File: src/rtl/motor_emu_pkg.sv
// motor_emu_pkg
//   Shared definitions for the motor/encoder emulator:
//   - meas_state_e : PWM measurement FSM states
//   - dir_e        : H-bridge direction decoded from {in1, in2}
//   - QUAD_S0..S3  : quadrature output sequence {enc_a, enc_b} in forward order
//   - dir_decode() : {in1, in2} -> dir_e
//   - quad_next()  : next quadrature state for one step in the given direction
package motor_emu_pkg;

   typedef enum logic {
      StIdle,
      StRun
   } meas_state_e;

   // Encoded as {in1, in2} for the two driving combinations; anything else brakes.
   typedef enum logic [1:0] {
      DirBrake = 2'b00,
      DirRev   = 2'b01,
      DirFwd   = 2'b10
   } dir_e;

   // Forward order: S0 -> S1 -> S2 -> S3 -> S0, one bit changes per step.
   localparam logic [1:0] QUAD_S0 = 2'b00;
   localparam logic [1:0] QUAD_S1 = 2'b10;
   localparam logic [1:0] QUAD_S2 = 2'b11;
   localparam logic [1:0] QUAD_S3 = 2'b01;

   function automatic dir_e dir_decode(input logic in1, input logic in2);
      case ({in1, in2})
         2'b10:   return DirFwd;
         2'b01:   return DirRev;
         default: return DirBrake;
      endcase
   endfunction

   function automatic logic [1:0] quad_next(input logic [1:0] cur, input logic fwd);
      case (cur)
         QUAD_S0: return fwd ? QUAD_S1 : QUAD_S3;
         QUAD_S1: return fwd ? QUAD_S2 : QUAD_S0;
         QUAD_S2: return fwd ? QUAD_S3 : QUAD_S1;
         default: return fwd ? QUAD_S0 : QUAD_S2;
      endcase
   endfunction

endpackage

File: src/rtl/motor_emu_channel.sv
// motor_emu_channel
//   One motor/encoder channel: measures the PWM duty (high cycles per period),
//   turns it into a speed reduced by the load drag, integrates the speed in a
//   phase accumulator and emits one quadrature step per accumulator carry.
//   Optional macro ENC_INDEX_EN adds a position counter (0..CPR-1) and o_enc_z.
// Ports
//   i_clk, i_rst       clock, asynchronous active-high reset
//   i_pwm              motor enable PWM
//   i_in1, i_in2       direction pins (10 fwd, 01 rev, equal = brake)
//   i_drag             load drag subtracted from the measured duty
//   o_enc_a, o_enc_b   quadrature outputs
//   o_enc_z            index pulse (ENC_INDEX_EN only)
//   o_duty_meas        last measured duty
//   o_meas_valid       1-cycle strobe when o_duty_meas is updated
module motor_emu_channel #(
   parameter int unsigned DUTY_W  = 7,
   parameter int unsigned ACC_W   = 16,
   parameter int unsigned THRESH  = 5,
   parameter int unsigned TIMEOUT = 255,
   parameter int unsigned CPR     = 48
) (
   input  logic              i_clk,
   input  logic              i_rst,
   input  logic              i_pwm,
   input  logic              i_in1,
   input  logic              i_in2,
   input  logic [DUTY_W-1:0] i_drag,
   output logic              o_enc_a,
   output logic              o_enc_b,
`ifdef ENC_INDEX_EN
   output logic              o_enc_z,
`endif
   output logic [DUTY_W-1:0] o_duty_meas,
   output logic              o_meas_valid
);
   import motor_emu_pkg::*;

   localparam int unsigned       TO_W     = (TIMEOUT < 2) ? 1 : $clog2(TIMEOUT + 1);
   localparam logic [TO_W-1:0]   TO_MAX   = TO_W'(TIMEOUT);
   localparam logic [DUTY_W-1:0] DUTY_MAX = '1;

   if (ACC_W <= DUTY_W || CPR < 2 || TIMEOUT < 1) begin : g_bad_params
      $error("motor_emu_channel: need ACC_W > DUTY_W, CPR >= 2, TIMEOUT >= 1");
   end

   logic                r_pwm_q;
   meas_state_e         r_state;
   logic [DUTY_W-1:0]   r_high_cnt;
   logic [TO_W-1:0]     r_edge_cnt;
   logic [DUTY_W-1:0]   r_duty_meas;
   logic                r_meas_valid;
   logic [DUTY_W-1:0]   r_speed;
   logic [ACC_W-1:0]    r_acc;
   logic [1:0]          r_quad;

   logic                w_rise;
   logic                w_fall;
   logic                w_edge;
   dir_e                w_dir;
   logic [ACC_W:0]      w_acc_sum;
   logic                w_step;
   logic [DUTY_W-1:0]   w_speed_next;

   assign w_rise    = i_pwm & ~r_pwm_q;
   assign w_fall    = ~i_pwm & r_pwm_q;
   assign w_edge    = w_rise | w_fall;
   assign w_dir     = dir_decode(i_in1, i_in2);
   assign w_acc_sum = {1'b0, r_acc} + {{(ACC_W + 1 - DUTY_W){1'b0}}, r_speed};
   // Carry out of the accumulator is the step request; braking suppresses it.
   assign w_step    = (w_dir != DirBrake) & w_acc_sum[ACC_W];

   // Low duties stall the motor; drag never wraps the speed below zero.
   always_comb begin
      w_speed_next = '0;
      if (r_duty_meas > DUTY_W'(THRESH) && r_duty_meas > i_drag) begin
         w_speed_next = r_duty_meas - i_drag;
      end
   end

   // Measurement FSM. The edge counter saturates; it only matters in StRun,
   // which is always entered through a rise that clears it.
   always_ff @(posedge i_clk or posedge i_rst) begin
      if (i_rst) begin
         r_pwm_q      <= 1'b0;
         r_state      <= StIdle;
         r_high_cnt   <= '0;
         r_edge_cnt   <= '0;
         r_duty_meas  <= '0;
         r_meas_valid <= 1'b0;
      end else begin
         r_pwm_q      <= i_pwm;
         r_meas_valid <= 1'b0;
         if (w_edge) begin
            r_edge_cnt <= '0;
         end else if (r_edge_cnt != TO_MAX) begin
            r_edge_cnt <= r_edge_cnt + TO_W'(1);
         end
         case (r_state)
            StIdle: begin
               if (w_rise) begin
                  r_state    <= StRun;
                  r_high_cnt <= DUTY_W'(1);
               end
            end
            StRun: begin
               if (w_rise) begin
                  r_duty_meas  <= r_high_cnt;
                  r_meas_valid <= 1'b1;
                  r_high_cnt   <= DUTY_W'(1);
               end else if (!w_edge && r_edge_cnt == TO_MAX) begin
                  // Static PWM: report the held level as 0% or 100%.
                  r_duty_meas  <= r_pwm_q ? DUTY_MAX : '0;
                  r_meas_valid <= 1'b1;
                  r_state      <= StIdle;
                  r_high_cnt   <= '0;
               end else if (i_pwm && r_high_cnt != DUTY_MAX) begin
                  r_high_cnt <= r_high_cnt + DUTY_W'(1);
               end
            end
            default: r_state <= StIdle;
         endcase
      end
   end

   always_ff @(posedge i_clk or posedge i_rst) begin
      if (i_rst) begin
         r_speed <= '0;
         r_acc   <= '0;
         r_quad  <= QUAD_S0;
      end else begin
         if (r_meas_valid) begin
            r_speed <= w_speed_next;
         end
         if (w_dir != DirBrake) begin
            r_acc <= w_acc_sum[ACC_W-1:0];
         end
         if (w_step) begin
            r_quad <= quad_next(r_quad, w_dir == DirFwd);
         end
      end
   end

`ifdef ENC_INDEX_EN
   localparam int unsigned POS_W = $clog2(CPR);

   logic [POS_W-1:0] r_pos;
   logic             r_enc_z;
   logic [POS_W-1:0] w_pos_next;

   always_comb begin
      w_pos_next = r_pos;
      if (w_dir == DirFwd) begin
         w_pos_next = (r_pos == POS_W'(CPR - 1)) ? '0 : r_pos + POS_W'(1);
      end else if (w_dir == DirRev) begin
         w_pos_next = (r_pos == '0) ? POS_W'(CPR - 1) : r_pos - POS_W'(1);
      end
   end

   always_ff @(posedge i_clk or posedge i_rst) begin
      if (i_rst) begin
         r_pos   <= '0;
         r_enc_z <= 1'b0;
      end else begin
         if (w_step) begin
            r_pos <= w_pos_next;
         end
         r_enc_z <= w_step && (w_pos_next == '0);
      end
   end

   assign o_enc_z = r_enc_z;
`endif

   assign o_enc_a      = r_quad[1];
   assign o_enc_b      = r_quad[0];
   assign o_duty_meas  = r_duty_meas;
   assign o_meas_valid = r_meas_valid;

endmodule

File: src/rtl/motor_enc_emulator.sv
// motor_enc_emulator
//   NUM_CH independent L298N-driven motor models with quadrature encoder
//   outputs. Each channel measures its PWM duty, derives a speed after load
//   drag and produces quadrature steps at that rate.
//   Optional macro ENC_INDEX_EN adds a per-channel index output enc_z.
// Ports
//   clk, rst            clock, asynchronous active-high reset
//   pwm, in1, in2       per-channel PWM and direction pins
//   drag                per-channel drag, channel n at [n*DUTY_W +: DUTY_W]
//   enc_a, enc_b        per-channel quadrature outputs
//   enc_z               per-channel index pulse (ENC_INDEX_EN only)
//   duty_meas           per-channel last measured duty
//   meas_valid          per-channel measurement strobe
module motor_enc_emulator #(
   parameter int unsigned NUM_CH  = 2,
   parameter int unsigned DUTY_W  = 7,
   parameter int unsigned ACC_W   = 16,
   parameter int unsigned THRESH  = 5,
   parameter int unsigned TIMEOUT = 255,
   parameter int unsigned CPR     = 48
) (
   input  logic                       clk,
   input  logic                       rst,
   input  logic [NUM_CH-1:0]          pwm,
   input  logic [NUM_CH-1:0]          in1,
   input  logic [NUM_CH-1:0]          in2,
   input  logic [NUM_CH*DUTY_W-1:0]   drag,
   output logic [NUM_CH-1:0]          enc_a,
   output logic [NUM_CH-1:0]          enc_b,
`ifdef ENC_INDEX_EN
   output logic [NUM_CH-1:0]          enc_z,
`endif
   output logic [NUM_CH*DUTY_W-1:0]   duty_meas,
   output logic [NUM_CH-1:0]          meas_valid
);

   for (genvar g = 0; g < int'(NUM_CH); g++) begin : g_ch
      motor_emu_channel #(
         .DUTY_W  (DUTY_W),
         .ACC_W   (ACC_W),
         .THRESH  (THRESH),
         .TIMEOUT (TIMEOUT),
         .CPR     (CPR)
      ) u_ch (
         .i_clk        (clk),
         .i_rst        (rst),
         .i_pwm        (pwm[g]),
         .i_in1        (in1[g]),
         .i_in2        (in2[g]),
         .i_drag       (drag[g*DUTY_W +: DUTY_W]),
         .o_enc_a      (enc_a[g]),
         .o_enc_b      (enc_b[g]),
`ifdef ENC_INDEX_EN
         .o_enc_z      (enc_z[g]),
`endif
         .o_duty_meas  (duty_meas[g*DUTY_W +: DUTY_W]),
         .o_meas_valid (meas_valid[g])
      );
   end

endmodule

File: config.mk
export PLATFORM = sky130hd
export DESIGN_NAME = motor_enc_emulator
export DESIGN_NICKNAME = d
export VERILOG_FILES = /design/src/rtl/motor_emu_pkg.sv /design/src/rtl/motor_emu_channel.sv /design/src/rtl/motor_enc_emulator.sv
export SDC_FILE = /design/constraint.sdc
export NUM_CORES = 1
export LEC_CHECK = 0
export CAP_MARGIN = 30
export CORE_AREA = 5 5 118 120
export CTS_CLUSTER_DIAMETER = 120
export DETAILED_ROUTE_END_ITERATION = 10
export DIE_AREA = 0 0 123 125
export PLACE_DENSITY = 0.71
export SYNTH_ARGS = -nofsm -noshare
export SYNTH_HDL_FRONTEND = slang
export SYNTH_HIERARCHICAL = 1
export SYNTH_SLANG_ARGS = --single-unit
File: constraint.sdc
create_clock -name clk -period 2.22 [get_ports clk]
set_input_delay 0.333 -clock clk [delete_from_list [all_inputs] [get_ports clk]]
set_output_delay 0.333 -clock clk [all_outputs]
set_load 0.05 [all_outputs]
==> run summary <==
Status: complete, no violations
DRC violations left: 0
Total power divided by cell area: 715.0 mW/mm²
Tightest Pin Transition: 0.6388 ns
Detail-routed net length per standard cell: 15.19 µm
CP max-delay cell: sky130_fd_sc_hd__fa_1
Signal arrival time at the worst endpoint: 2.33 ns
Final core occ: 57.08%
Die H: 125 µm
IO Port Bufs: 41
Pre-CTS setup slack: -0.1422 ns
Post-Synthesis Cells: 600
Initial core utilization: 47.97%
Drt pass-1 iters: 4
Hold Violations, Final: 0
Clock slew at the register clock pins of the worst setup and hold paths: 0.06 ns
Number of maximum-capacitance violations: 0
Floorplan die area: 0.01538 mm²
Via Count: 4910
Reg-to-reg setup timing slack: 0.12 ns
# clock sinks: 100
Setup repair after global routing missed its margin: false
Async S/R FF share, synth: 100.0%
Global placer's final weighted congestion: 0.8449
Dpl cells: 844
Total detailed-routing wirelength: 13060 µm
Hold buffer count at cts: 0
Standby leakage power: 3.444 nW
Logic depth of the worst path, buffers included: 6
Syn nets: 662
CTS Buf Count: 9
Core footprint: 0.01287 mm²
Crit. End Element: register
Synthesized cell area: 0.006176 mm²
Slew Limit Fails: 0
Count of buffering cells on the critical path with inverters included: 0
Synth Warn #: 6
Buffers from clock root to sink, at most: 2
CTS root buffer: sky130_fd_sc_hd__clkbuf_16
Register Area: 0.002502 mm²
Num rows: 42
Worst vdd rail ir drop: 0.4255 mV
Number of synthesized flops with an enable pin: 0
Maximum clock frequency: 475.1 MHz
Total of flip-flops plus latches after synthesis: 100
CP Max Fanout: 3
Delay contributed by the slowest stage of the critical path: 0.42 ns
Final instance area: 0.007350 mm²
Overflow after GRT: 0
Clock Latency Late Sink: 0.35 ns
Endpoint required time on the critical path: 2.45 ns
Number of endpoints failing setup at the final stage: 0
Relative area change from synthesis to final layout: 19.00%
Clock tree from TritonCTS: yes
Worst Setup Path Type: reg2reg
Sequential area share after synthesis: 40.52%
Mean instance size in the synthesized netlist: 10.29 µm²
Worst slew margin relative to its limit: 57.41%
Critical R2R Capture: g_ch[0].u_ch/r_quad[1]
DIE WIDTH: 123 µm
Area used by multi-input combinational logic: 0.003411 mm²
Number of antenna diodes: 0
Class of the most critical hold timing path: in2async
Maximum level of the CTS H-tree: 3
Min Clock Period, post-route: 2.105 ns
Worst Setup Slack, final: 0.1154 ns
Global-route wire length before repair: 22840 µm
Setup clock skew after layout: 0.005798 ns
Proportion of layout cells with a drive suffix above 1: 13.45%
Pin count of the biggest net entering global routing: 51
Non-filler instance count after layout: 860
Final-stage net count: 741
Main synth FF type: sky130_fd_sc_hd__dfrtp_1
Overall global routing resource usage: 17.90%
Number of top-level design ports: 42
Antenna violations before repair: 0
Cell Area, Placed: 0.007057 mm²
Final critical-path share of the clock period: 94.80%
Initial detailed-routing violation count: 258
Via count of the first global-routing pass: 4947
Final HPWL DP: 9556 µm
Antenna Nets Post-Route: 0
CP cell instances: ha_1 > fa_1 > a211oi_2 > o211ai_2 > nand4_4 > mux2_4
Worst Setup Start Kind: register
FF-to-FF Start: g_ch[0].u_ch/r_speed[0]
Distinct cell type count after synthesis: 63
Depth of the most critical reg-to-reg path: 6
Delay-heaviest family, CP: adder cells
Number of vias per cell: 5.709
Fillers: 1109
[flip-flops by register name, indices dropped and copies added, names as in the netlist]
signal	cells
g_ch.u_ch/o_duty_meas	14
g_ch.u_ch/o_meas_valid	2
g_ch.u_ch/r_pwm_q	2
g_ch.u_ch/r_acc	32
g_ch.u_ch/r_edge_cnt	16
g_ch.u_ch/r_speed	14
g_ch.u_ch/r_high_cnt	14
g_ch.u_ch/r_state	2
g_ch.u_ch/r_quad	4
[worst max path at each step]
stage	end	start	slack (ns)
3_5_place_dp	g_ch[1].u_ch/r_speed[3]	drag[11]	-0.14
6_report	g_ch[0].u_ch/r_quad[1]	g_ch[0].u_ch/r_speed[0]	0.12
4_1_cts	g_ch[0].u_ch/r_quad[1]	g_ch[0].u_ch/r_speed[0]	0.03
5_1_grt	g_ch[0].u_ch/r_quad[0]	g_ch[0].u_ch/r_speed[0]	0.06
3_3_place_gp	g_ch[0].u_ch/r_quad[1]	in2[0]	0.01
2_1_floorplan	g_ch[0].u_ch/r_quad[1]	g_ch[0].u_ch/r_speed[0]	0.16
[per-layer routing]
metal  track usage (%)  up-vias  share of wire (%)
li1                  -     2402                  -
met1             22.74     2429                 46
met2             30.23       62                 50
met3             4.065       17                2.9
met4             5.603        0                1.4
met5                 0        -                  0
[worst reg2reg max path, delay by kind of cell (launching register included)]
| kind | cells | cell delay [ns] |
|---|---|---|
| fa+ha+maj | 2 | 0.68 |
| simple gates | 1 | 0.12 |
| flops | 1 | 0.39 |
| compound gates | 2 | 0.49 |
| mux | 1 | 0.30 |
[logic make-up after synthesis]
group / count (synthesis) / share of synthesized area (%)
flops: 100 / 40.52
compound gates: 180 / 22.04
fa+ha+maj: 40 / 8.590
xor+xnor: 34 / 4.822
simple gates: 174 / 17.91
mux: 8 / 1.702
buf+inv: 64 / 4.417
[power by group]
group	switching [mW]	internal (mW)	total (mW)	leakage, nW
combinational	0.777	0.653	1.43	1.99
sequential	0.245	2.08	2.32	1.32
clock	0.650	0.852	1.50	0.140
total	1.67	3.58	5.25	3.44
[cell usage in the layout, fill, tap and decap left out, types with 8 or more instances in the layout]
master and n:
sky130_fd_sc_hd__clkbuf_16 9, sky130_fd_sc_hd__nand2b_1 12, sky130_fd_sc_hd__a22o_1 14, sky130_fd_sc_hd__nor2b_1 10
sky130_fd_sc_hd__ha_1 36, sky130_fd_sc_hd__buf_4 44, sky130_fd_sc_hd__clkdlybuf4s50_1 41, sky130_fd_sc_hd__o21ai_0 20
sky130_fd_sc_hd__o21ai_1 16, sky130_fd_sc_hd__inv_1 44, sky130_fd_sc_hd__a21oi_1 22, sky130_fd_sc_hd__o21a_1 12
sky130_fd_sc_hd__nor3_1 10, sky130_fd_sc_hd__o32ai_1 10, sky130_fd_sc_hd__a21o_1 18, sky130_fd_sc_hd__nand3_1 28
sky130_fd_sc_hd__dfrtp_1 100, sky130_fd_sc_hd__nand2_1 34, sky130_fd_sc_hd__and2_1 8, sky130_fd_sc_hd__nor2_1 14
sky130_fd_sc_hd__and3_1 8, sky130_fd_sc_hd__xor2_1 8, sky130_fd_sc_hd__xnor2_1 26
[Yosys cell counts, types with 8 or more instances]
master	count	area (µm²)
sky130_fd_sc_hd__a211oi_1	8	60.06
sky130_fd_sc_hd__a21o_1	18	135.1
sky130_fd_sc_hd__a21oi_1	22	110.1
sky130_fd_sc_hd__a22o_1	14	122.6
sky130_fd_sc_hd__and2_1	8	50.05
sky130_fd_sc_hd__and3_1	8	50.05
sky130_fd_sc_hd__clkbuf_1	12	45.04
sky130_fd_sc_hd__dfrtp_1	100	2502
sky130_fd_sc_hd__ha_1	36	450.4
sky130_fd_sc_hd__inv_1	46	172.7
sky130_fd_sc_hd__nand2_1	34	127.6
sky130_fd_sc_hd__nand2b_1	12	75.07
sky130_fd_sc_hd__nand3_1	28	140.1
sky130_fd_sc_hd__nor2_1	14	52.55
sky130_fd_sc_hd__nor2b_1	10	62.56
sky130_fd_sc_hd__nor3_1	10	50.05
sky130_fd_sc_hd__o21a_1	12	90.09
sky130_fd_sc_hd__o21ai_0	20	100.1
sky130_fd_sc_hd__o21ai_1	16	80.08
sky130_fd_sc_hd__o32ai_1	10	87.58
sky130_fd_sc_hd__xnor2_1	26	227.7
sky130_fd_sc_hd__xor2_1	8	70.07
[repair_timing]
action | in CTS | in global routing
setup buffers | 0 | 0
endpoints found under the setup margin | 0 | 10
gates resized for setup | 0 | 2
[through the flow]
| step | hold WS [ns] | total power, mW | TNS, ns |
|---|---|---|---|
| 2_1_floorplan | 0.3644 | 3.313 | 0 |
| 3_3_place_gp | 0.4601 | 3.708 | 0 |
| 3_5_place_dp | 0.4604 | 3.770 | -0.5421 |
| 4_1_cts | 0.4091 | 5.313 | 0 |
| 5_1_grt | 0.4473 | 5.581 | 0 |
| 6_report | 0.4075 | 5.255 | 0 |
[cell type report]
type / count / area share (%)
Tap cell: 176 / 2.996
Clock buffer: 15 / 3.779
Multi-Input combinational cell: 436 / 46.41
Timing Repair Buffer: 86 / 10.35
Sequential cell: 100 / 34.05
Clock inverter: 1 / 0.06810
Inverter: 46 / 2.349
No activity file was read; power rests on OpenSTA's default activity.
